## config.mk

```make
export PLATFORM = sky130hd
export DESIGN_NAME = tile_config_sequencer
export DESIGN_NICKNAME = d
export VERILOG_FILES = /design/src/rtl/fabric_cfg_pkg.sv /design/src/rtl/tile_config_sequencer.sv
export SDC_FILE = /design/constraint.sdc
export NUM_CORES = 1
export LEC_CHECK = 0
export BUFFER_PORTS_ARGS = -buffer_cell sky130_fd_sc_hd__buf_4
export CAP_MARGIN = 15
export CORE_ASPECT_RATIO = 1.1
export CORE_MARGIN = 2
export CORE_UTILIZATION = 25
export DETAILED_ROUTE_END_ITERATION = 8
export GPL_ROUTABILITY_DRIVEN = 0
export GPL_TIMING_DRIVEN = 0
export PLACE_DENSITY = 0.43
export SLEW_MARGIN = 30
export SYNTH_ARGS = -nofsm -noshare
export SYNTH_HDL_FRONTEND = slang
export SYNTH_SLANG_ARGS = --single-unit
```

## constraint.sdc

```tcl
create_clock -name conf -period 2 [get_ports conf]
set_input_delay 0.1 -clock conf [delete_from_list [all_inputs] [get_ports conf]]
set_output_delay 0.1 -clock conf [all_outputs]
set_load 0.02 [all_outputs]
```

## src/rtl/fabric_cfg_pkg.sv

```systemverilog
// Shared definitions for the configuration-domain sequencer: state encoding,
// frame-format constants and header field positions.
package fabric_cfg_pkg;

  typedef enum logic [2:0] {
    StIdle,
    StHdr0,
    StHdr1,
    StHdr2,
    StData,
    StSkip,
    StDone
  } cfg_state_e;

  localparam logic [7:0]  CFG_TERMINATOR = 8'hFF;
  localparam int unsigned CFG_ADDR_W     = 10;
  localparam int unsigned CFG_DATA_W     = 8;

  // H2 = {len[5:0], addr[9:8]}
  localparam int unsigned CFG_H2_LEN_MSB = 7;
  localparam int unsigned CFG_H2_LEN_LSB = 2;
  localparam int unsigned CFG_H2_AHI_MSB = 1;
  localparam int unsigned CFG_H2_AHI_LSB = 0;

  localparam int unsigned CFG_MAX_LEN    = 64;
  localparam int unsigned CFG_LEN_W      = $clog2(CFG_MAX_LEN);

endpackage

```

## src/rtl/tile_config_sequencer.sv

```systemverilog
// Parses a byte stream of configuration frames into one-hot tile write cycles with
// address auto-increment, invalid-tile frame skipping, and sticky status.
module tile_config_sequencer
  import fabric_cfg_pkg::*;
#(
  parameter int unsigned N_TILES = 16,
  parameter int unsigned CNT_W   = 16
) (
  input  logic                  conf,
  input  logic                  reset,
  input  logic                  start,
  input  logic [CFG_DATA_W-1:0] in_data,
  input  logic                  in_valid,
  output logic                  in_ready,
  output logic [N_TILES-1:0]    select_tile,
  output logic [CFG_ADDR_W-1:0] address_tile,
  output logic [CFG_DATA_W-1:0] data_tile,
  output logic                  busy,
  output logic                  done,
  output logic                  err,
  output logic [CNT_W-1:0]      wr_count
);

  localparam int unsigned IdW = (N_TILES > 1) ? $clog2(N_TILES) : 1;

  cfg_state_e            state_q, state_d;
  logic [IdW-1:0]        id_q, id_d;
  logic                  ok_q, ok_d;
  logic [CFG_ADDR_W-1:0] addr_q, addr_d;
  logic [CFG_LEN_W-1:0]  len_q, len_d;
  logic [N_TILES-1:0]    sel_q, sel_d;
  logic [CFG_ADDR_W-1:0] aout_q, aout_d;
  logic [CFG_DATA_W-1:0] dout_q, dout_d;
  logic                  done_q, done_d;
  logic                  err_q, err_d;
  logic [CNT_W-1:0]      cnt_q, cnt_d;
  logic                  active;
  logic                  accept;

  assign active = (state_q == StHdr0) || (state_q == StHdr1) || (state_q == StHdr2) ||
                  (state_q == StData) || (state_q == StSkip);
  assign accept = in_valid && active;

  always_comb begin
    state_d = state_q;
    id_d    = id_q;
    ok_d    = ok_q;
    addr_d  = addr_q;
    len_d   = len_q;
    sel_d   = '0;
    aout_d  = '0;
    dout_d  = '0;
    done_d  = done_q;
    err_d   = err_q;
    cnt_d   = cnt_q;
    unique case (state_q)
      StIdle, StDone: begin
        if (start) begin
          state_d = StHdr0;
          done_d  = 1'b0;
          err_d   = 1'b0;
          cnt_d   = '0;
        end
      end
      StHdr0: begin
        if (accept) begin
          if (in_data == CFG_TERMINATOR) begin
            state_d = StDone;
            done_d  = 1'b1;
          end else if (32'(in_data) < N_TILES) begin
            id_d    = in_data[IdW-1:0];
            ok_d    = 1'b1;
            state_d = StHdr1;
          end else begin
            ok_d    = 1'b0;
            err_d   = 1'b1;
            state_d = StHdr1;
          end
        end
      end
      StHdr1: begin
        if (accept) begin
          addr_d[7:0] = in_data;
          state_d     = StHdr2;
        end
      end
      StHdr2: begin
        if (accept) begin
          addr_d[CFG_ADDR_W-1:8] = in_data[CFG_H2_AHI_MSB:CFG_H2_AHI_LSB];
          len_d   = in_data[CFG_H2_LEN_MSB:CFG_H2_LEN_LSB];
          state_d = ok_q ? StData : StSkip;
        end
      end
      StData, StSkip: begin
        if (accept) begin
          if (state_q == StData) begin
            sel_d[id_q] = 1'b1;
            aout_d      = addr_q;
            dout_d      = in_data;
            addr_d      = addr_q + 1'b1;  // natural 10-bit wrap
            if (cnt_q != {CNT_W{1'b1}}) cnt_d = cnt_q + 1'b1;
          end
          len_d = len_q - 1'b1;
          if (len_q == '0) state_d = StHdr0;
        end
      end
      default: state_d = StIdle;
    endcase
  end

  always_ff @(posedge conf) begin
    if (reset) begin
      state_q <= StIdle;
      id_q    <= '0;
      ok_q    <= 1'b0;
      addr_q  <= '0;
      len_q   <= '0;
      sel_q   <= '0;
      aout_q  <= '0;
      dout_q  <= '0;
      done_q  <= 1'b0;
      err_q   <= 1'b0;
      cnt_q   <= '0;
    end else begin
      state_q <= state_d;
      id_q    <= id_d;
      ok_q    <= ok_d;
      addr_q  <= addr_d;
      len_q   <= len_d;
      sel_q   <= sel_d;
      aout_q  <= aout_d;
      dout_q  <= dout_d;
      done_q  <= done_d;
      err_q   <= err_d;
      cnt_q   <= cnt_d;
    end
  end

  assign in_ready     = active;
  assign busy         = active;
  assign select_tile  = sel_q;
  assign address_tile = aout_q;
  assign data_tile    = dout_q;
  assign done         = done_q;
  assign err          = err_q;
  assign wr_count     = cnt_q;

endmodule

```

# Yosys cells after proc, flatten, opt, wreduce, memory -nomap -nowiden
# Cells that the tools add are included.
# word_totals
register_bits	76
inputBits	12
out_inout_bits	54
wordCells	99
# classes
n_addsub	3
order_cmp	3
n_eq_ne	19
n_mux	34
bitwise_logic	4
n_reduce_logical	24
# op_table
operator	n
$mux 16	4
$pmux 16 s2	1
$mux 3	7
$mux 10	2
$ne 2x2->1 const B	10
$add 16x1->16 const B	1
$ne 16x16->1 const B	1
$pmux 8 s2	1
$reduce_and 4->1	4
$pmux 3 s5	1
$mux 6	2
$pmux 6 s2	1
$add 10x1->10 const B	1
$reduce_and 5->1	2
$eq 3x3->1 const B	3
$mux 1	9
$eq 8x8->1 const B	1
$lt 8x5->1 const B	1
$mux 8	1
$reduce_bool 2->1	4
$eq 3x2->1 const B	2
$logic_not 6->1	1
$reduce_and 3->1	2
$reduce_and 6->1	1
other kinds (15)	24

# Depth between registers and ports, before layout
# Gate-level depths: netlist of run 1.
# logic_depth
depth_word	8
ltp_mapped	8
ltp_nobuf	6

# Worst setup path before layout of run 1
# No wires, ideal clock.
# synth_path
path_kind	register -> register
from	register cnt_q[0] (netlist: wr_count[0])
to	register cnt_q[9] (netlist: wr_count[9])
setup_ns	0.071
arrival_time_ns	1.674
required_time_ns	1.929
setup_slack_ns	0.255
stages_incl_launch_ff	8
path_buffers	1
period_less_slack_ns	1.745
cell_sequence	dfxtp_1 -> ha_1 -> and3_1 -> nand4bb_1 -> nand3_2 -> buf_6 -> or3_1 -> a21oi_1
# synth_between
elab_chain_len	5
elab_cells_between_ends	8
cone_classes	1 x add/sub; 2 x eq/ne; 4 x mux; 1 x reduce/logical
# synth_lines
item	line	source
start: declaration	tile_config_sequencer.sv:36	logic [CNT_W-1:0] cnt_q, cnt_d;
start signal: assignment	tile_config_sequencer.sv:135	cnt_q <= cnt_d;
$add 16x1->16	tile_config_sequencer.sv:101	if (cnt_q != {CNT_W{1'b1}}) cnt_d = cnt_q + 1'b1;
$mux 16	tile_config_sequencer.sv:101	
$mux 16	tile_config_sequencer.sv:96	if (state_q == StData) begin
$mux 16	tile_config_sequencer.sv:95	if (accept) begin
$pmux 16 s2	tile_config_sequencer.sv:56	unique case (state_q)
# Parallel ways exist; a longest one is shown, timed or not. The select of a mux whose other input is x is not followed.
# A chain may end at the register's enable or synchronous reset.

# Worst setup path in the final report of run 1
# Same ends and word-level chain as after synthesis.

==> results_dict.tcl, run 1 <==
set metrics [dict create \
    status "complete, no violations" \
    die_area_um2 14100 \
    worst_pin_slew_ps 956 \
    core-area_um2 13000 \
    max_freq_mhz 535 \
    timing.hold.ws_ps 20.2 \
    fin_crit_sh 0.935 \
    die_h_um 124 \
    num-nets-final 488 \
    relSlewSlack 0.357 \
    dieWidth_um 113 \
    clkTransAtPathRegs_ps 60 \
    hold_class "in2reg" \
    cp.arrival_ps 2130 \
    fin_crit_ps 1870 \
    async_flop_share 0 \
    cts_resized 0 \
    fin_cells 638 \
    n_antenna_cell 0 \
    clock-sinks 76 \
    timing.rr.end "wr_count[9]" \
    r2r-start "wr_count[0]" \
    postSynthCellCount 394 \
    tns_ps 0 \
    ant_nets 0 \
    routed_wl_mm 9.09 \
    finClkSkew_ps 6.35 \
    viasPerCell 4.82 \
    post-cts-setup-buffers 0 \
    rsz0062_at_grt "false" \
    setup_violations 0 \
    slew_viol_final 0 \
    grt_pass1_wl_mm 15.0 \
    numCtsBuffers 9 \
    cts_tree "done" \
    cap_viol_max_count 0 \
    place_area_um2 3980 \
    wl_per_cell_um 14.3 \
    rows 44 \
    crit_end "wr_count[9]" \
    num_io_pins 66 \
    hold_viol 0 \
    placedCellCount 619 \
    post-route-cell-area_um2 4340 \
    ff2ff_setup_slack_ps 130 \
    netlist_area_um2 3300 \
    synth_seq_area_share 0.462 \
    h-tree-depth 3 \
    synth-edff-count 0 \
    synthMuxAreaShare 0.0121 \
    ff2ff_path_depth 7 \
    placement.io_buffers 64 \
    start_util 0.253 \
    end_kind "flop" \
    insertion_delay_ps 330 \
    required_ps 2260 \
    grt_pass1_vias 2817 \
    drive_gt1_frac 0.210 \
    cp_max_fo 10 \
    crit_type "reg2reg" \
    grt_overflow 0 \
    peakVddDrop_uv 390 \
    grt_max_degree 16 \
    finalPower_mw 4.78 \
    yosys.area_share.adder 0.0216 \
    crit_start "wr_count[0]" \
    dpl.hpwl_mm 6.78 \
    synth_top_family_by_area "simple AND/OR/NAND/NOR gates" \
    p_leak_nw 1.68 \
    areaGrowthSynthToFinish_pct 31.6 \
    yosys.area_share.simple 0.292 \
    grt_antenna_before_repair 0 \
    dr.pass1.iters 5 \
    root_buffer "clkbuf_16" \
    synth.avg_cell_area_um2 8.36 \
    drt-initial-drc-count 250 \
    powerDensity_nw_per_um2 1100 \
    synth-compound-area-share 0.154 \
    grtUsageTotal 0.133 \
    synth_fp_nets 410 \
    synth.distinct_cells 56 \
    ys.flop_type "dfxtp_1" \
    synth_seq_cells 76 \
    ys_warn_count 0 \
    drc 0 \
    start_kind "flop" \
    clock_path_buffers 2 \
    synthXorXnorAreaFrac 0.0159 \
    vias 3076 \
]
==> metal layers <==
layer / vias to the layer above / part of all wire / track usage
li1: 1550 / - / -
met5: - / 0 / 0
met1: 1440 / 0.46 / 0.174
met2: 72 / 0.47 / 0.210
met4: 0 / 0.024 / 0.0552
met3: 14 / 0.044 / 0.0292
==> cells by family after synthesis <==
family	after synthesis
xor gates and xnor gates	6
muxes	4
buffers and inverters	29
DFF	76
and+or+nand+nor	187
AOI/OAI and AO/OA	86
adders and majority gates	6
==> synth_stat cells (5+ instances only) <==
cell type  number  area [µm²]
o21ai_0        27         135
dfxtp_1        76        1520
nor3_1         12        60.1
nor2_1         54         203
inv_1           6        22.5
nor4_1          7        43.8
buf_2           7        35.0
and2_1         21         131
nand2_1        31         116
nand3_1        15        75.1
a21oi_1        33         165
nand2b_1        5        31.3
clkbuf_1        8        30.0
nand4_1         7        43.8
xnor2_1         6        52.6
or3_1           8        50.1
==> power breakdown <==
part	internal (mW)	switching, mW	leakage, nW	total (mW)
Sequential	1.62	0.0937	0.614	1.71
Combinational	0.492	0.785	0.905	1.28
Clock	1.11	0.676	0.159	1.79
Total	3.22	1.56	1.68	4.78
==> cells in the final DEF, fill, tap and decap left out, types with 8 or more instances in the layout <==
| cell type | synthesis | final |
|---|---|---|
| nand3_1 | 15 | 15 |
| dfxtp_1 | 76 | 76 |
| a21oi_1 | 33 | 33 |
| clkbuf_16 | 0 | 9 |
| nand2_1 | 31 | 31 |
| buf_4 | 2 | 66 |
| nor3_1 | 12 | 12 |
| o21ai_0 | 27 | 27 |
| or3_1 | 8 | 8 |
| clkbuf_1 | 8 | 8 |
| and2_1 | 21 | 21 |
| nor2_1 | 54 | 54 |
==> worst max-delay path: stages (launching register included) <==
cell	delay (ps)
dfxtp_1	350
ha_1	270
and3_1	200
nand4bb_1	130
nand3_2	180
buf_6	200
or3_1	330
a21oi_1	130
==> state kept, by name, indices dropped and copies added (netlist names) <==
signal	count
select_tile	16
wr_count	16
addr_q	10
address_tile	10
data_tile	8
len_q	6
id_q	4
state_q	3
done	1
err	1
ok_q	1
==> stage by stage <==
stage | utilization | setup slack, ps
4_1_cts | 0.332 | 112
6_report | 0.332 | 129
2_1_floorplan | - | 255
3_3_place_gp | 0.305 | 36.1
3_5_place_dp | 0.305 | 5.97
5_1_grt | 0.332 | 37.7
==> how the worst min path moves through the flow <==
| stage | startpoint | to | cells after the start |
|---|---|---|---|
| after CTS | in_data[3] | data_tile[3] | 2 |
| after detailed placement | in_data[5] | data_tile[5] | 2 |
| final | in_data[7] | data_tile[7] | 2 |
| after global placement | in_data[4] | data_tile[4] | 2 |
| after floorplan | in_data[0] | data_tile[0] | 1 |
| after global routing | in_data[3] | data_tile[3] | 2 |
==> repair_timing <==
action	4_1_cts	5_1_grt
endpoints found under the setup margin	0	0
endpoints found under the hold margin	3	0
hold buffers	3	0
==> layout make-up <==
class / count / area (µm²)
fill: 1363 / 8710
multi-input combinational: 289 / 1630
sequential: 76 / 1520
timing repair buffer: 67 / 510
clock buffer: 9 / 225
tap: 161 / 201
buffer: 20 / 106
clock inverter: 7 / 105
inverter: 9 / 33.8
No activity file was read; power rests on OpenSTA's default activity.
==> run 2: changes to the inputs <==
Settings changed: PLACE_DENSITY 0.43 to 0.44.
==> results_dict.tcl, run 2 (synthesized netlist as in run 1, its figures left out) <==
set metrics [dict create \
    areaGrowthSynthToFinish_pct 30.4 \
    utilization 0.329 \
    drt-initial-drc-count 169 \
    h-tree-depth 3 \
    core-area_um2 13000 \
    dieWidth_um 113 \
    ant_nets 0 \
    insertion_delay_ps 330 \
    finalPower_mw 4.72 \
    p_comb_frac 0.270 \
    peakVddDrop_uv 453 \
    hold_viol 0 \
    tns_ps 0 \
    dpl.hpwl_mm 6.84 \
    worst_pin_slew_ps 821 \
    swShare 0.316 \
    fillers 1368 \
    routed_wl_mm 9.08 \
    grt_max_degree 13 \
    dr.pass1.iters 4 \
    max_freq_mhz 545 \
    p_sw_mw 1.49 \
    slowest_delay_ps 370 \
    crit_path_top_delay_cell "dfxtp_1" \
    drive_gt1_frac 0.209 \
    seq_power_share 0.362 \
    vias 3060 \
    status "complete, no violations" \
    end_kind "flop" \
    die_area_um2 14100 \
    placement.io_buffers 64 \
    crit_chain "ha_2 > and3_1 > nand4bb_1 > nand3_2 > buf_6 > or3_1 > a21oi_1" \
    grt_overflow 0 \
    clockPowerShare 0.367 \
    final_common_cell "dfxtp_1" \
    numCtsBuffers 9 \
    fin_crit_ps 1830 \
    slew_viol_final 0 \
    required_ps 2260 \
    num-nets-final 485 \
    cp.arrival_ps 2100 \
    cp_max_fo 10 \
    clock-sinks 76 \
    fin_crit_sh 0.917 \
    hold_class "in2reg" \
    grt_pass1_vias 2910 \
    die_h_um 124 \
    p_leak_nw 1.66 \
    final_cell_mix "dfxtp_1, buf_4, nor2_1" \
    wl_per_cell_um 14.3 \
    viasPerCell 4.82 \
    start_kind "flop" \
    post-route-cell-area_um2 4300 \
    rsz0062_at_grt "false" \
    n_antenna_cell 0 \
    holdBufCountCts 0 \
    finClkSkew_ps 4.47 \
    relSlewSlack 0.448 \
    rows 44 \
    setup_violations 0 \
    cap_viol_max_count 0 \
    drc 0 \
    place_area_um2 3980 \
    grt_antenna_before_repair 0 \
    root_buffer "clkbuf_16" \
    crit_type "reg2reg" \
    multi_input_area_um2 1640 \
    clock_path_buffers 2 \
    register_area_um2 1520 \
    grt_pass1_wl_mm 15.0 \
    clkTransAtPathRegs_ps 60 \
    cts_tree "done" \
    start_util 0.253 \
    p_int_mw 3.23 \
    grtUsageTotal 0.132 \
    num_io_pins 66 \
    powerDensity_nw_per_um2 1100 \
]
## run 2: cell types whose count changed in the layout (fill, tap and decap cells not counted)
cell | previous run | this run
dlygate4sd3_1 | 3 | 0
inv_6 | 3 | 0
clkbuf_1 | 8 | 10
clkbuf_8 | 0 | 1
clkinv_2 | 0 | 1
ha_1 | 4 | 3
ha_2 | 0 | 1
inv_8 | 1 | 0
## run 2: what timing repair did
| item | 4_1_cts | 5_1_grt |
|---|---|---|
| hold endpoints to repair | 0 | 0 |
| resized for setup | 0 | 1 |
| buffers inserted | 0 | 0 |
| setup endpoints to repair | 0 | 3 |
## run 2: worst paths after layout
path                    start      endpoint  slack, ps  cells past startpoint
setup / recovery  wr_count[0]   wr_count[9]        170                      7
hold / removal     in_data[4]  data_tile[4]         20                      2
setup reg to reg  wr_count[0]   wr_count[9]        170                      7
hold reg to reg      len_q[4]      len_q[4]        470                      2
## run 2: power groups by stage
stage | Clock (mW) | Combinational [mW] | Sequential (mW)
3_3_place_gp | 0 | 1.27 | 1.74
4_1_cts | 1.79 | 1.28 | 1.71
5_1_grt | 1.85 | 1.43 | 1.73
6_report | 1.73 | 1.28 | 1.71
3_5_place_dp | 0 | 1.28 | 1.74
2_1_floorplan | 0 | 0.896 | 1.74
## run 2: worst max-delay path: cells and delay by family, from the launching register on
family / cells / cell delay, ps
and+or+nand+nor: 4 / 820
buffers and inverters: 1 / 200
adders and majority gates: 1 / 240
AOI/OAI and AO/OA: 1 / 130
DFF: 1 / 370
## run 2: layout make-up
cell class | count | area share
Multi-Input combinational cell | 289 | 0.381
Sequential cell | 76 | 0.354
Timing Repair Buffer | 64 | 0.112
Clock buffer | 12 | 0.0573
Tap cell | 161 | 0.0469
Buffer | 20 | 0.0247
Clock inverter | 4 | 0.0169
Inverter | 9 | 0.00786
## run 2: layer usage
| layer | wire, µm | vias to the layer above | global-route usage |
|---|---|---|---|
| met1 | 4200 | 1445 | 0.173 |
| met3 | 351 | 10 | 0.0273 |
| li1 | - | 1547 | - |
| met5 | 0 | - | 0 |
| met2 | 4380 | 58 | 0.215 |
| met4 | 149 | 0 | 0.0466 |
## run 2: metrics by stage
| step | std cells | hold WS (ps) | setup slack, ps |
|---|---|---|---|
| 3_5_place_dp | 619 | 352 | 101 |
| 4_1_cts | 635 | 2.29 | 98.0 |
| 5_1_grt | 635 | 9.83 | 43.5 |
| 6_report | 635 | 16.4 | 165 |
| 2_1_floorplan | 394 | 222 | 255 |
| 3_3_place_gp | 619 | 346 | 70.7 |
==> run 3: changes to the inputs <==
Settings changed: CORE_ASPECT_RATIO 1.1 to 0.7.
==> results_dict.tcl, run 3 (synthesized netlist as in run 1, its figures left out) <==
set metrics [dict create \
    areaGrowthSynthToFinish_pct 32.7 \
    vias 3015 \
    rsz0062_at_grt "false" \
    slew_viol_final 0 \
    clock-sinks 76 \
    die_area_um2 14100 \
    drc 0 \
    worst_pin_slew_ps 687 \
    num_io_pins 66 \
    end_kind "flop" \
    cts_tree "done" \
    numCtsBuffers 9 \
    rows 35 \
    grt_overflow 0 \
    max_freq_mhz 547 \
    drive_gt1_frac 0.216 \
    placedCellCount 624 \
    fin_cells 643 \
    clock_path_buffers 2 \
    cp.arrival_ps 2090 \
    dieWidth_um 141 \
    core-area_um2 13000 \
    grt_pass1_vias 2714 \
    insertion_delay_ps 340 \
    die_h_um 100 \
    crit_type "reg2reg" \
    ant_nets 0 \
    hold_viol 0 \
    routed_wl_mm 9.17 \
    grtUsageTotal 0.136 \
    status "complete, no violations" \
    setup_violations 0 \
    tns_ps 0 \
    hold_class "in2reg" \
    grt_antenna_before_repair 0 \
    grt_max_degree 15 \
    cp_max_fo 10 \
    h-tree-depth 3 \
    powerDensity_nw_per_um2 1120 \
    final_cell_mix "dfxtp_1, buf_4, nor2_1" \
    wl_per_cell_um 14.3 \
    grt_pass1_wl_mm 15.1 \
    placement.io_buffers 64 \
    final_common_cell "dfxtp_1" \
    num-nets-final 488 \
    viasPerCell 4.69 \
    dpl.hpwl_mm 6.82 \
    timing.hold.ws_ps 18.0 \
    n_antenna_cell 0 \
    start_kind "flop" \
    root_buffer "clkbuf_16" \
    relSlewSlack 0.537 \
    fin_crit_sh 0.914 \
    dr.pass1.iters 4 \
    fin_crit_ps 1830 \
    finClkSkew_ps 7.79 \
    dp_slack_ps 129 \
    drt-initial-drc-count 296 \
    required_ps 2270 \
    post-cts-setup-buffers 0 \
    cap_viol_max_count 0 \
    setup_slack_ps 172 \
    start_util 0.253 \
    p_leak_nw 1.69 \
    clkTransAtPathRegs_ps 60 \
    peakVddDrop_uv 578 \
]
-- run 3: changes by cell type in the layout (fill, tap and decap cells not counted), sizes merged --
| cell | previous run | this run |
|---|---|---|
| clkbuf | 20 | 17 |
| dlygate4sd3 | 0 | 3 |
| bufinv | 2 | 3 |
| clkinv | 2 | 3 |
| inv | 8 | 9 |
-- run 3: worst paths after layout --
check        slack [ps]   startpoint      endpoint  cells past startpoint
max                 170  wr_count[0]   wr_count[9]                      7
min                  20   in_data[3]  data_tile[3]                      2
max reg2reg         170  wr_count[0]   wr_count[9]                      7
min reg2reg         470     len_q[4]      len_q[4]                      2
-- run 3: report_power, final --
group	leakage [nW]	switching, mW	internal (mW)
registers	0.614	0.0945	1.62
logic	0.905	0.818	0.494
clock network	0.166	0.652	1.23
-- run 3: through the flow --
stage	util	power, mW	instance area [µm²]
final	0.336	4.90	4370
after global routing	0.336	5.21	4370
after CTS	0.335	4.94	4360
after detailed placement	0.306	3.03	3980
after global placement	0.306	3.03	3980
after floorplan	-	2.64	3300
-- run 3: layer usage --
metal	GRT usage	wire [µm]	up-vias
met5	0	0	-
met4	0.0431	82	0
met3	0.0344	441	8
met2	0.178	3680	73
met1	0.213	4960	1391
li1	-	-	1543
-- run 3: what timing repair did --
action,in CTS,in global routing
setup endpoints to repair,0,14
hold buffers,3,0
gates resized for setup,0,4
hold endpoints to repair,3,0
-- run 3: critical path, stage by stage, from the launching register on --
cell and delay [ps]:
dfxtp_1 360, ha_2 240, and3_1 180, nand4bb_1 120
nand3_2 180, buf_6 200, or3_1 340, a21oi_1 130
-- run 3: final cells by class --
cell class | count | area (µm²)
Buffer | 20 | 108
Multi-Input combinational cell | 289 | 1640
Clock inverter | 7 | 124
Sequential cell | 76 | 1520
Tap cell | 166 | 208
Clock buffer | 9 | 225
Fill cell | 1353 | 8630
Inverter | 9 | 33.8
Timing Repair Buffer | 67 | 510
